### src/rtl/pc_sequencer.sv
// Fetch-control FSM for the program-counter register: decodes step/jump/call/return
// and stall commands into PC enable/hold/load/step controls and owns the return-address stack.
module pc_sequencer #(
  parameter int unsigned PC_W        = 8,
  parameter int unsigned STEP_W      = 3,
  parameter int unsigned STACK_DEPTH = 4
) (
  input  logic                         clk,
  input  logic                         reset_n,
  input  logic                         start,
  input  logic                         halt,
  input  logic                         stall,
  input  logic [STEP_W-1:0]            instr_len,
  input  logic                         jmp,
  input  logic                         call,
  input  logic                         ret,
  input  logic [PC_W-1:0]              target,
  input  logic [PC_W-1:0]              pc_in,
  output logic                         pc_enable,
  output logic                         pc_hold,
  output logic                         pc_load,
  output logic [PC_W-1:0]              pc_load_value,
  output logic [STEP_W-1:0]            pc_step,
  output logic                         fetch_valid,
  output logic [$clog2(STACK_DEPTH):0] sp,
  output logic                         fault
);

  localparam int unsigned IDX_W = $clog2(STACK_DEPTH);
  localparam int unsigned SP_W  = IDX_W + 1;

  typedef enum logic [1:0] {
    S_IDLE,
    S_RUN,
    S_BUBBLE,
    S_FAULT
  } state_e;

  state_e            state_q, state_d;
  logic [SP_W-1:0]   sp_q, sp_d;
  logic              fault_q, fault_d;
  logic [PC_W-1:0]   stack_q [STACK_DEPTH];

  logic              push_en;
  logic [PC_W-1:0]   ret_addr;
  logic [IDX_W-1:0]  top_idx;
  logic [IDX_W-1:0]  wr_idx;
  logic              stack_empty;
  logic              stack_full;

  logic              en_c, hold_c, load_c, fv_c;
  logic [PC_W-1:0]   lv_c;
  logic [STEP_W-1:0] step_c;

  assign ret_addr    = pc_in + PC_W'(instr_len);
  assign top_idx     = IDX_W'(sp_q - 1'b1);
  assign wr_idx      = sp_q[IDX_W-1:0];
  assign stack_empty = (sp_q == '0);
  assign stack_full  = (sp_q == SP_W'(STACK_DEPTH));

  always_comb begin
    state_d = state_q;
    sp_d    = sp_q;
    fault_d = fault_q;
    push_en = 1'b0;
    en_c    = 1'b0;
    hold_c  = 1'b0;
    load_c  = 1'b0;
    lv_c    = '0;
    step_c  = '0;
    fv_c    = 1'b0;
    unique case (state_q)
      S_IDLE: begin
        if (start) state_d = S_RUN;
      end
      S_RUN: begin
        fv_c = 1'b1;
        if (halt) begin
          state_d = S_IDLE;
        end else if (stall) begin
          en_c   = 1'b1;
          hold_c = 1'b1;
          fv_c   = 1'b0;
        end else if (ret) begin
          if (stack_empty) begin
            fault_d = 1'b1;
            state_d = S_FAULT;
          end else begin
            en_c    = 1'b1;
            load_c  = 1'b1;
            lv_c    = stack_q[top_idx];
            sp_d    = sp_q - 1'b1;
            state_d = S_BUBBLE;
          end
        end else if (call) begin
          if (stack_full) begin
            fault_d = 1'b1;
            state_d = S_FAULT;
          end else begin
            push_en = 1'b1;
            en_c    = 1'b1;
            load_c  = 1'b1;
            lv_c    = target;
            sp_d    = sp_q + 1'b1;
            state_d = S_BUBBLE;
          end
        end else if (jmp) begin
          en_c    = 1'b1;
          load_c  = 1'b1;
          lv_c    = target;
          state_d = S_BUBBLE;
        end else begin
          en_c   = 1'b1;
          step_c = instr_len;
        end
      end
      S_BUBBLE: begin
        en_c    = 1'b1;
        hold_c  = 1'b1;
        state_d = halt ? S_IDLE : S_RUN;
      end
      S_FAULT: begin
      end
      default: state_d = S_IDLE;
    endcase
  end

  // Gate with reset_n so nothing reaches the PC register while reset is held.
  assign pc_enable     = en_c & reset_n;
  assign pc_hold       = hold_c & reset_n;
  assign pc_load       = load_c & reset_n;
  assign pc_load_value = reset_n ? lv_c : '0;
  assign pc_step       = reset_n ? step_c : '0;
  assign fetch_valid   = fv_c & reset_n;
  assign sp            = sp_q;
  assign fault         = fault_q;

  always_ff @(posedge clk or negedge reset_n) begin
    if (!reset_n) begin
      state_q <= S_IDLE;
      sp_q    <= '0;
      fault_q <= 1'b0;
      for (int unsigned i = 0; i < STACK_DEPTH; i++) stack_q[i] <= '0;
    end else begin
      state_q <= state_d;
      sp_q    <= sp_d;
      fault_q <= fault_d;
      if (push_en) stack_q[wr_idx] <= ret_addr;
    end
  end

endmodule
### config.mk
export PLATFORM = sky130hd
export DESIGN_NAME = pc_sequencer
export DESIGN_NICKNAME = d
export VERILOG_FILES = /design/src/rtl/pc_sequencer.sv
export SDC_FILE = /design/constraint.sdc
export NUM_CORES = 1
export LEC_CHECK = 0
export ABC_AREA = 1
export ABC_CLOCK_PERIOD_IN_PS = 2550
export CAP_MARGIN = 20
export CORE_UTILIZATION = 48
export DETAILED_ROUTE_END_ITERATION = 7
export PLACE_DENSITY = 0.8
export SLEW_MARGIN = 20
export SYNTH_ARGS = -nofsm -noshare
export SYNTH_HDL_FRONTEND = slang
export SYNTH_SLANG_ARGS = --single-unit
### constraint.sdc
create_clock -name clk -period 2.55 [get_ports clk]
set_input_delay 0.765 -clock clk [delete_from_list [all_inputs] [get_ports clk]]
set_output_delay 0.765 -clock clk [all_outputs]
set_load 0.01 [all_outputs]
== Yosys cells after proc, flatten, opt, wreduce, memory -nomap -nowiden ==
Index checks and enable logic that the tools add are counted.
Operators by class
  $add $sub $neg: 3
  $mul: 0
  divide/modulo/power cells: 0
  magnitude comparators: 3
  eq/ne operators: 9
  shift-type cells: 0
  muxes and demuxes: 64
  bitwise gates (word level): 8
  reduce and logical (&&, ||, !) cells: 9
Operators with widths (number)
  8-bit two-way mux: 12
  3-bit two-way mux: 11
  32-bit bitwise mux: 1
  1-bit two-way mux: 29
  8-bit binary-select mux with 2-bit select: 1
  8-bit demux with 2-bit select: 1
  2-bit two-way mux: 6
  6-bit AND reduction: 2
  8-bit by 3-bit adder with 8-bit output: 1
  3-bit >= comparator, second input constant: 2
  2-bit inequality test, second input constant: 3
  2-bit NOT with 3-bit output: 2
  2-bit case mux with 3 select lines: 1
  5-bit inequality test, second input constant: 1
  1-bit bitwise AND: 4
  1-bit case mux with 2 select lines: 2
  4-bit AND reduction: 1
  2-bit nonzero test: 2
  3-bit by 1-bit adder with 3-bit output, second input constant: 1
  3-bit equality test, second input constant: 1
  3-bit logical NOT: 1
  3-bit by 1-bit < comparator with 1-bit output, second input constant: 1
  3-bit inequality test, second input constant: 1
  3-bit nonzero test: 1
  other kinds (7): 8
Storage, ports and cells
  register bits: 38
  latch bits: 0
  bits in writable memories: 0
  ROM bits: 0
  input port bits: 27
  output and inout bits: 19
  logic and storage cells: 103
  memories: 0

== Depth between registers and ports, before layout ==
Gate-level depths: netlist of run 1.
  depth after elaboration: 11
  depth in mapped cells: 12
  depth with buffers taken out: 11

== Worst setup path after synthesis of run 1 ==
OpenSTA, ideal clock, no wires.
  path kind: reg2out
  start point: register sp_q[0] (netlist: sp[0])
  end point: output pc_load_value[0]
  data arrival time: 1.938 ns
  required time: 1.785 ns
  path slack: -0.153 ns
  stages on the path, launching flop included: 11
  buffers on the path: 3
  path through: dfrtp_1 buf_2 inv_2 buf_2 ha_1 clkbuf_1 inv_1 nand3_1 nand2_1 nand2_1 a21oi_1
Between the ends
  word-level cells in the longest chain between the ends: 11
  elaborated cells between the ends (all ways): 15
  classes of those cells: add/sub: 1; eq/ne: 1; mux: 11; bitwise: 1; reduce/logical: 1
Ends and longest elaborated chain
  start, declared: RTL line 40  | logic [SP_W-1:0] sp_q, sp_d;
  start signal, assigned: RTL line 146  | sp_q <= sp_d;
  3-bit by 1-bit subtractor with 3-bit output
  via top_idx[0]: RTL line 46  | logic [IDX_W-1:0] top_idx;
  2-bit NOT with 3-bit output (implied by the code): RTL line 91  | lv_c = stack_q[top_idx];
  8-bit binary-select mux with 2-bit select: RTL line 91
  8-bit two-way mux (implied by the code) (2 in series): RTL line 91
  8-bit two-way mux: RTL line 85  | if (stack_empty) begin
  8-bit two-way mux: RTL line 84  | end else if (ret) begin
  8-bit two-way mux: RTL line 80  | end else if (stall) begin
  8-bit two-way mux: RTL line 78  | if (halt) begin
  8-bit two-way mux: RTL line 72  | unique case (state_q)
  8-bit two-way mux: RTL line 132  | assign pc_load_value = reset_n ? lv_c : '0;
  end, declared: RTL line 22  | output logic [PC_W-1:0] pc_load_value,
The timed path passes the listed nets, and every way through them passes these cells. The select of a mux whose other input is x is not followed.

== Worst setup path in the final report of run 1 ==
  start point: input stall
  end point: output pc_load_value[3]
Between the ends
  word-level cells in the longest chain between the ends: 4
Ends and longest elaborated chain
  start, declared: RTL line 12  | input logic stall,
  8-bit two-way mux: RTL line 80
  8-bit two-way mux: RTL line 78
  8-bit two-way mux: RTL line 72
  8-bit two-way mux: RTL line 132
No other way between the ends.

==> results.py, run 1 <==
metrics = {
    "timing": {
        "whs_ps": 316.2,
        "layout_setup_ws_ps": 66.39,
        "rsz0062_at_grt": "yes",
        "finalSetupViolCount": 0,
        "max_freq_mhz": 402.6,
        "relSlewSlack_pct": 77.05,
        "tightest_slew_ps": 343.4,
        "finalHoldViolations": 0,
        "period_minus_slack_ps": 2484,
        "period_share_pct": 97.40,
        "maxSlewViolCount": 0,
        "skew_ps": 10.32,
    },
    "final_layout": {
        "antenna_cells": 0,
        "final_common_cell": "nand2_1",
        "fill_cells": 423,
        "final_net_count": 500,
        "most-common-layout-cells": "nand2_1 (130), inv_1 (60), nand3_1 (43), dfrtp_1 (38), buf_4 (38)",
        "regArea_sq_um": 950.9,
        "multi_input_comb_area_sq_mm": 0.001414,
        "finish.utilization_pct": 67.32,
        "drive_gt1_share_pct": 21.04,
        "syn2layout_area_growth_pct": 34.06,
    },
    "global_routing": {
        "grt_antenna_before_repair": 0,
        "grt_pass1_vias": 2479,
        "track_usage_pct": 25.50,
        "overflow": 0,
        "grt_pass1_wl_um": 10900,
        "grt_max_degree": 22,
    },
    "detailed_routing": {
        "firstDrtPassIters": 4,
        "drt_iter0_drc": 154,
        "wl_um": 6588,
        "antenna_left": 0,
        "vias_per_cell": 4.998,
        "drc": 0,
        "via_count": 2654,
        "post_drt_wl_per_cell_um": 12.41,
    },
    "yosys": {
        "ys_warn_count": 0,
        "syn_inst": 377,
        "syn-num-nets": 416,
        "syn_area_sq_mm": 0.002597,
        "ys_types": 27,
        "ys_seq_area_share_pct": 36.61,
        "avgSynthCellArea_sq_um": 6.890,
        "ys_ff_latch": 38,
    },
    "worst_setup_path": {
        "required_ps": 1790,
        "cp-end-kind": "output pin",
        "cp_max_fo": 5,
        "startpoint": "stall",
        "cp_data_arrival_time_ps": 1720,
        "reg2reg_from": "state_q[1]",
        "setup.worst_path.class": "in -> out",
        "timing.critical_path.from_type": "input port",
    },
    "floorplan": {
        "start_util_pct": 50.22,
        "die-height_um": 75.56,
        "num_io_pins": 46,
        "dieArea_sq_mm": 0.005709,
        "rows": 26,
        "coreArea_sq_mm": 0.005172,
        "fp.dieW_um": 75.56,
    },
    "power_and_ir_drop": {
        "p_int_uw": 1821,
        "vdd_drop_max_mv": 0.4852,
        "p_sw_uw": 1322,
        "swShare_pct": 42.07,
        "clock_power_share_pct": 12.4,
        "power_leakage_uw": 0.001819,
        "cellPowerDensity_mw_per_mm2": 902.6,
        "p_seq_share_pct": 30.3,
        "p_comb_share_pct": 57.3,
    },
    "run": {
        "cap_violations": 0,
    },
    "place": {
        "dp_hpwl_um": 4983,
        "pre_cts_slack_ps": -778.2,
        "placement.io_buffers": 45,
        "gp_congestion": 0.8174,
    },
    "clocking": {
        "cts.htree.levels": 2,
        "worstSkewPairLatency_ps": 300,
        "numCtsBuffers": 5,
        "cts_tree": "yes",
        "clock_sinks": 38,
        "clock_path_buffers": 2,
        "path_clk_slew_ps": 70,
        "cts_root_buffer": "clkbuf_8",
    },
    "run_status": {
        "outcome": "complete, no violations",
    },
    "worst_hold_path": {
        "hold_path_class": "in -> async",
    },
}
[critical path, cell delays in order]
cell           delay (ps)
dlygate4sd2_1         270
nor2_4                180
nand2_2               100
buf_6                 150
a21oi_2               110
buf_2                 140
[synth_stat cells (all sizes together)]
| master | instances | area [sq um] |
|---|---|---|
| nand2 | 138 | 535.5 |
| nor2 | 17 | 117.6 |
| a21o | 1 | 7.510 |
| clkinv | 1 | 5.000 |
| ha | 11 | 137.6 |
| nand3 | 44 | 220.2 |
| xor2 | 2 | 17.52 |
| clkbuf | 1 | 3.750 |
| nand4 | 1 | 6.260 |
| inv | 64 | 240.2 |
| fa | 1 | 20.02 |
| nor3 | 2 | 10.01 |
| buf | 9 | 75.06 |
| a21oi | 10 | 50.05 |
| o21ai | 32 | 160.1 |
| dfrtp | 38 | 950.9 |
| nand3b | 2 | 15.01 |
| a21boi | 1 | 7.510 |
| xnor2 | 2 | 17.52 |
[worst paths after layout]
path	to	slack, ps	cells after the start
max	pc_load_value[3]	70	6
min	stack_q[0]	320	1
min reg2reg	fault	480	1
max reg2reg	stack_q[21]	640	11
min in group clk	fault	480	1
max in group asynchronous	stack_q[28]	1700	2
[layer usage]
layer | track usage [%] | share of wire [%]
met4 | 10.91 | 2.4
met1 | 34.26 | 45
met3 | 3.042 | 5.1
met2 | 41.77 | 47
met5 | 0 | 0
[layout make-up]
cell class                      instances  area share [%]
Tap cell                               70           2.515
Inverter                               65           7.115
Timing Repair Buffer                   87           20.27
Multi-Input combinational cell        264           40.60
Clock buffer                            7           2.192
Sequential cell                        38           27.31
[through the flow]
stage | instances | power [uW] | TNS (ps) | instance area [sq um]
3_3_place_gp | 521 | 2607 | -10350 | 3374
5_1_grt | 531 | 3423 | -38.91 | 3482
3_5_place_dp | 521 | 2657 | -11650 | 3374
4_1_cts | 529 | 3061 | -4.063 | 3447
2_1_floorplan | 377 | 2037 | 0 | 2631
6_report | 531 | 3143 | 0 | 3482
[sequential cells by signal, indices dropped and copies added (netlist names)]
register and count:
stack_q 32, sp 3, state_q 2, fault 1
[what timing repair did]
item / CTS / global route
gates resized for setup: 70 / 21
cloned: 0 / 0
hold buffers: 0 / 0
setup endpoints to repair: 15 / 22
setup buffers: 1 / 2
pin swaps: 3 / 5
[power groups by stage]
stage,clock network (uW),registers [uW],logic (uW)
after floorplan,0,958,1080
after global routing,423,976,2020
after global placement,0,945,1660
after detailed placement,0,959,1700
after CTS,394,950,1720
final,391,952,1800
[logic make-up (layout without fill, tap and decap cells)]
logic type / count (synthesis) / count (layout) / share of synthesized area (%)
simple gates: 204 / 204 / 34.83
buf+inv: 75 / 159 / 12.48
compound gates: 44 / 44 / 8.671
flops: 38 / 38 / 36.61
fa+ha+maj: 12 / 12 / 6.069
xor+xnor: 4 / 4 / 1.349
Power figures use the tool's default switching activity.
==> inputs of run 2 (changes only) <==
- CAP_MARGIN: 20 -> 30
- CORE_ASPECT_RATIO: default -> 1.5
- PLACE_DENSITY: 0.8 -> 0.73
==> results.py, run 2 (synthesized netlist as in run 1, its figures left out) <==
metrics = {
    "clocking": {
        "cts_tree": "yes",
        "cts.htree.levels": 2,
        "clock_sinks": 38,
        "clock_path_buffers": 2,
        "numCtsBuffers": 5,
        "path_clk_slew_ps": 70,
        "cts_root_buffer": "clkbuf_8",
        "postCtsHoldBufs": 0,
        "worstSkewPairLatency_ps": 300,
    },
    "final_layout": {
        "final_common_cell": "nand2_1",
        "drive_gt1_share_pct": 21.34,
        "design_area_sq_mm": 0.003552,
        "final_net_count": 502,
        "fill_cells": 447,
        "most-common-layout-cells": "nand2_1 (132), inv_1 (60), nand3_1 (43), buf_4 (40), dfrtp_1 (38)",
        "syn2layout_area_growth_pct": 36.75,
        "largest_reg_flops": 32,
        "regArea_sq_um": 950.9,
        "antenna_cells": 0,
        "multi_input_comb_area_sq_mm": 0.001401,
        "top_register": "stack_q",
    },
    "timing": {
        "skew_ps": 7.704,
        "max_freq_mhz": 398.6,
        "finalSetupViolCount": 0,
        "whs_ps": 464.3,
        "period_minus_slack_ps": 2509,
        "relSlewSlack_pct": 76.94,
        "period_share_pct": 98.39,
        "tightest_slew_ps": 343.5,
        "maxSlewViolCount": 0,
        "finalHoldViolations": 0,
    },
    "power_and_ir_drop": {
        "p_total_uw": 3448,
        "power_leakage_uw": 0.001869,
        "vdd_drop_max_mv": 0.6298,
        "cellPowerDensity_mw_per_mm2": 970.6,
    },
    "worst_setup_path": {
        "setup.worst_path.class": "in -> out",
        "cp.depth": 8,
        "cp_data_arrival_time_ps": 1740,
        "reg2reg_depth": 11,
        "worstPathBufferInverterCount": 4,
        "required_ps": 1790,
        "slowest_stage": "clkdlybuf4s15_1",
        "crit_top_cell": "nand2_2",
        "cp-end-kind": "output pin",
        "slowest_delay_ps": 220,
        "path_cells": "clkdlybuf4s15_1 -> inv_2 -> nand2_2 -> nor2_4 -> nand2_2 -> buf_6 -> a21oi_2 -> buf_2",
        "cp_max_fo": 6,
        "timing.critical_path.from_type": "input port",
        "critPathTopFamily": "buffers and inverters",
    },
    "run_status": {
        "outcome": "complete, no violations",
    },
    "detailed_routing": {
        "met3_wirelength_um": 309,
        "via_count": 2660,
        "wl_met1_um": 2727,
        "met2_length_um": 3692,
        "antenna_left": 0,
        "wl_um": 7025,
        "drt_iter0_drc": 150,
        "vias_per_cell": 5.000,
        "post_drt_wl_per_cell_um": 13.20,
        "drc": 0,
        "top_layer_used": "met4",
        "firstDrtPassIters": 4,
    },
    "global_routing": {
        "overflow": 0,
        "grt_pass1_vias": 2672,
        "track_usage_pct": 27.62,
        "grt_antenna_before_repair": 0,
        "grt_pass1_wl_um": 11750,
        "grt_max_degree": 25,
    },
    "floorplan": {
        "die-height_um": 92.10,
        "dieArea_sq_mm": 0.005716,
        "start_util_pct": 50.29,
        "fp.dieW_um": 62.07,
        "coreArea_sq_mm": 0.005165,
        "num_io_pins": 46,
        "rows": 32,
    },
    "worst_hold_path": {
        "min_path_cells": 1,
        "hold_path_class": "reg -> reg",
    },
    "run": {
        "cap_violations": 0,
    },
    "place": {
        "placed_area_sq_mm": 0.003405,
        "placement.io_buffers": 45,
        "gp_congestion": 0.8415,
        "dp_hpwl_um": 5297,
    },
}
run 2: cell types whose count changed in the layout (fill, tap and decap cells not counted), sizes merged:
cell / previous run / this run
clkdlybuf4s15: 4 / 1
dlygate4sd2: 2 / 3
buf: 55 / 60
bufinv: 0 / 2
clkbuf: 9 / 7
run 2: power breakdown:
group / switching [uW] / internal [uW]
Sequential: 92.9 / 846
Combinational: 1040 / 828
Clock: 220 / 417
run 2: layout make-up:
class / count / share of cell area (%)
Timing Repair Buffer: 89 / 20.39
Clock inverter: 2 / 1.691
Tap cell: 68 / 2.395
Sequential cell: 38 / 26.77
Multi-Input combinational cell: 264 / 39.45
Inverter: 65 / 6.974
Clock buffer: 6 / 2.325
run 2: per-layer routing:
layer | global-route usage (%) | vias up
met2 | 47.70 | 84
met1 | 31.33 | 1214
met5 | 0 | -
met3 | 3.808 | 24
met4 | 13.89 | 0
li1 | - | 1338
run 2: worst paths after layout:
path	slack [ps]	end	start
worst max-delay path	40	pc_load_value[5]	halt
worst min-delay path	460	fault	fault
min in group asynchronous	480	state_q[1]	reset_n
worst min register to register	460	fault	fault
worst max register to register	630	stack_q[13]	state_q[1]
max in group asynchronous	1700	stack_q[9]	reset_n
run 2: timing repair:
action | in CTS | in global routing
gates resized for setup | 77 | 8
setup endpoints to repair | 15 | 16
pin swaps | 6 | 4
setup buffers | 4 | 0
run 2: metrics by stage:
stage,setup TNS [ps],utilization [%],setup slack [ps],cells
floorplan,0,-,9.394,377
global placement,-10830,65.92,-730.3,520
detailed placement,-11850,65.92,-801.3,520
CTS,0,68.73,13.60,532
global route,-10.54,68.77,-6.872,532
finish,0,68.77,41.00,532
run 2: worst reg2reg max path, cell delays in order (launching register included):
cell	delay, ps
dfrtp_1	380
inv_1	80
ha_1	230
nand2_2	100
nor2_4	110
buf_4	120
buf_4	90
buf_4	130
nand2_4	100
nor2_4	290
nand3_1	150
nand2_1	80
==> inputs of run 3 (changes only) <==
- CORE_MARGIN: default -> 4
- CTS_CLUSTER_SIZE: default -> 12
==> results.py, run 3 (synthesized netlist as in run 1, its figures left out) <==
metrics = {
    "floorplan": {
        "die-height_um": 98.10,
        "rows": 32,
        "fp.dieW_um": 68.07,
        "start_util_pct": 49.90,
        "coreArea_sq_mm": 0.005205,
        "dieArea_sq_mm": 0.006677,
        "num_io_pins": 46,
    },
    "power_and_ir_drop": {
        "cellPowerDensity_mw_per_mm2": 923.4,
        "power_leakage_uw": 0.001853,
        "vdd_drop_max_mv": 0.7159,
    },
    "worst_setup_path": {
        "cp-end-kind": "output pin",
        "cp_data_arrival_time_ps": 1720,
        "timing.critical_path.from_type": "input port",
        "setup.worst_path.class": "in -> out",
        "cp_max_fo": 3,
        "required_ps": 1790,
        "reg2reg_depth": 11,
    },
    "clocking": {
        "cts_root_buffer": "clkbuf_8",
        "clock_path_buffers": 2,
        "numCtsBuffers": 5,
        "cts.htree.levels": 2,
        "clock_sinks": 38,
        "path_clk_slew_ps": 70,
        "cts_tree": "yes",
        "worstSkewPairLatency_ps": 290,
        "postCtsHoldBufs": 0,
    },
    "place": {
        "placed_area_sq_mm": 0.003372,
        "dp_hpwl_um": 5321,
        "placement.io_buffers": 45,
        "gp_congestion": 0.8287,
    },
    "detailed_routing": {
        "antenna_left": 0,
        "wl_um": 6841,
        "post_drt_wl_per_cell_um": 12.86,
        "drt_iter0_drc": 83,
        "vias_per_cell": 4.983,
        "firstDrtPassIters": 4,
        "via_count": 2651,
        "drc": 0,
    },
    "timing": {
        "fin_setup_tns_ps": 0,
        "finalSetupViolCount": 0,
        "rsz0062_at_grt": "yes",
        "relSlewSlack_pct": 77.75,
        "skew_ps": 2.987,
        "period_share_pct": 97.51,
        "maxSlewViolCount": 0,
        "max_freq_mhz": 402.2,
        "period_minus_slack_ps": 2486,
        "finalHoldViolations": 0,
        "tightest_slew_ps": 333.0,
    },
    "global_routing": {
        "grt_antenna_before_repair": 0,
        "overflow": 0,
        "grt_pass1_vias": 2663,
        "grt_pass1_wl_um": 11520,
        "grt_max_degree": 26,
        "track_usage_pct": 22.29,
    },
    "final_layout": {
        "antenna_cells": 0,
        "finish.utilization_pct": 67.45,
        "syn2layout_area_growth_pct": 35.16,
        "most-common-layout-cells": "nand2_1 (132), inv_1 (59), nand3_1 (43), buf_4 (40), dfrtp_1 (38)",
        "largest_reg_flops": 32,
        "final_net_count": 502,
        "drive_gt1_share_pct": 21.77,
        "design_area_sq_mm": 0.003511,
        "final_common_cell": "nand2_1",
        "top_register": "stack_q",
    },
    "run_status": {
        "outcome": "complete, no violations",
    },
    "run": {
        "cap_violations": 0,
    },
    "worst_hold_path": {
        "min_path_cells": 1,
        "hold_path_class": "reg -> reg",
    },
}
-- run 3: repair_timing --
| item | in CTS | in global routing |
|---|---|---|
| endpoints found under the setup margin | 15 | 13 |
| pin swaps | 4 | 2 |
| resized for setup | 77 | 16 |
| buffers inserted | 4 | 1 |
-- run 3: final timing paths --
check	from	end	slack [ps]
setup reg to reg	state_q[1]	stack_q[21]	630
max in group asynchronous	reset_n	stack_q[22]	1680
min in group asynchronous	reset_n	fault	560
hold reg to reg	fault	fault	460
hold / removal	fault	fault	460
setup / recovery	stall	pc_load_value[4]	60
-- run 3: where the power goes --
part,internal [uW],switching (uW)
Sequential,846,108
Combinational,830,1030
Clock,218,214
-- run 3: layer usage --
layer	vias up	global-route usage, %	wire length (um)
met5	-	0	0
met4	0	8.270	206
met3	17	3.222	295
met2	57	41.46	3712
met1	1237	24.20	2627
li1	1340	-	-
-- run 3: cell type report --
cell class | count | area (sq um)
clock buffers | 7 | 86.33
clock inverters | 1 | 5.005
fillers | 490 | 1694
inverters | 65 | 247.7
multi-input cells | 264 | 1428
flip-flops and latches | 38 | 950.9
well taps | 68 | 85.08
repair buffers | 89 | 708.2
-- run 3: through the flow --
step                      setup slack [ps]  hold WS, ps  power, uW  instances
after detailed placement            -734.5        445.9       2733        519
after global routing                -17.73        491.2       3526        532
after CTS                            9.993        467.5       3247        531
after global placement              -700.9        446.0       2683        519
after floorplan                      9.394        449.1       2037        377
final                                63.55        460.6       3242        532
-- run 3: critical path: stages --
cell,delay [ps]
dlygate4sd2_1,280
nor2_4,190
nand2_4,90
buf_4,160
a21oi_2,100
buf_2,140
==> RTL change: new RTL, config.mk and constraints of run 3 <==
Make the reset (`reset_n`) synchronous in one clocked block.
--- a/src/rtl/pc_sequencer.sv
+++ b/src/rtl/pc_sequencer.sv
@@ -135,7 +135,7 @@
   assign sp            = sp_q;
   assign fault         = fault_q;
 
-  always_ff @(posedge clk or negedge reset_n) begin
+  always_ff @(posedge clk) begin
     if (!reset_n) begin
       state_q <= S_IDLE;
       sp_q    <= '0;
Formal check against the unedited RTL: differs if reset_n is asserted again (counterexample within 4 cycles, from zero or initial values and one cycle with reset_n low); with reset_n held inactive, the same outputs for 10 cycles.
==> RTL change against run 3 <==
The flow now finishes with violations (setup timing). Final area grew 2.9%. Global-route usage grew 0.61 points. Worst setup slack lost 80 ps. Sequential cell count is the same. Area after synthesis shrank 4.3%. Hold slack gained 6.9 ps. Routed wire length grew 5.3%.
Power is not compared: it rests on default switching activity, and its combinational part moved more than twofold at a synthesized area within 25%.
==> RTL change: results (changes against run 3) <==
outcome - complete, but fails checks
failing checks - setup timing
Hold Path Origin - fault
Syn Area/Cell - 8.09 um^2 (+17%)
sequential fraction of total cell area - 30.0% (+2.9 points)
top post-synthesis cells by count - nor2_1 (70), nand2_1 (66), edfxtp_1 (32)
vias in the first global route - 2,466 (-7.4%)
final setup skew - 0.803 ps (-2.18 ps)
Hold EP - fault
DP Area - 3370 um^2 (about the same)
Yosys cell types - 32 (+19%)
GRT Resource Usage Total - 22.9% (+0.61 points)
Crit path arrival time - 1800 ps (+80 ps)
final setup violation count - 2 (+2)
fin nets - 442 (-12%)
cts repair resizes - 83 (+7.8%)
RR Startpoint - state_q[1]
Reg2Reg Depth - 9 (-2)
Multi-input gate area - 1310 um^2 (-8.2%)
min setup slack post-route - -16.2 ps (-79.8 ps)
Worst Setup SP - sp[1]
first-pass GRT wire length - 10,800 um (-6.3%)
routed len/inst - 15.3 um (+19%)
multi-input gates - 227 (-14%)
Non-clock buffer share - 23.7% (+3.5 points)
RTL change: cell count changes after synthesis, moves of 3 or more:
| cell | before | now |
|---|---|---|
| buf_6 | 5 | 2 |
| nand3_1 | 44 | 22 |
| o21ai_0 | 15 | 19 |
| o21ai_1 | 17 | 0 |
| nor2_1 | 11 | 70 |
| dfrtp_1 | 38 | 0 |
| edfxtp_1 | 0 | 32 |
| nand2_1 | 135 | 66 |
| nand3_4 | 0 | 3 |
| dfxtp_1 | 0 | 6 |
| inv_1 | 61 | 29 |
RTL change: per-layer routing:
layer | GRT usage (%) | share of wire [%]
met1 | 20.9 | 34
met2 | 46.4 | 59
met3 | 3.27 | 3.1
met4 | 12.0 | 4.0
met5 | 0 | 0
RTL change: logic make-up after synthesis:
logic type	count (synthesis)	synth area share [%]
and+or+nand+nor	178	34.4
buffers and inverters	42	7.80
DFF	38	43.5
AOI/OAI and AO/OA	34	7.20
adders and majority gates	10	5.34
xor gates and xnor gates	5	1.76
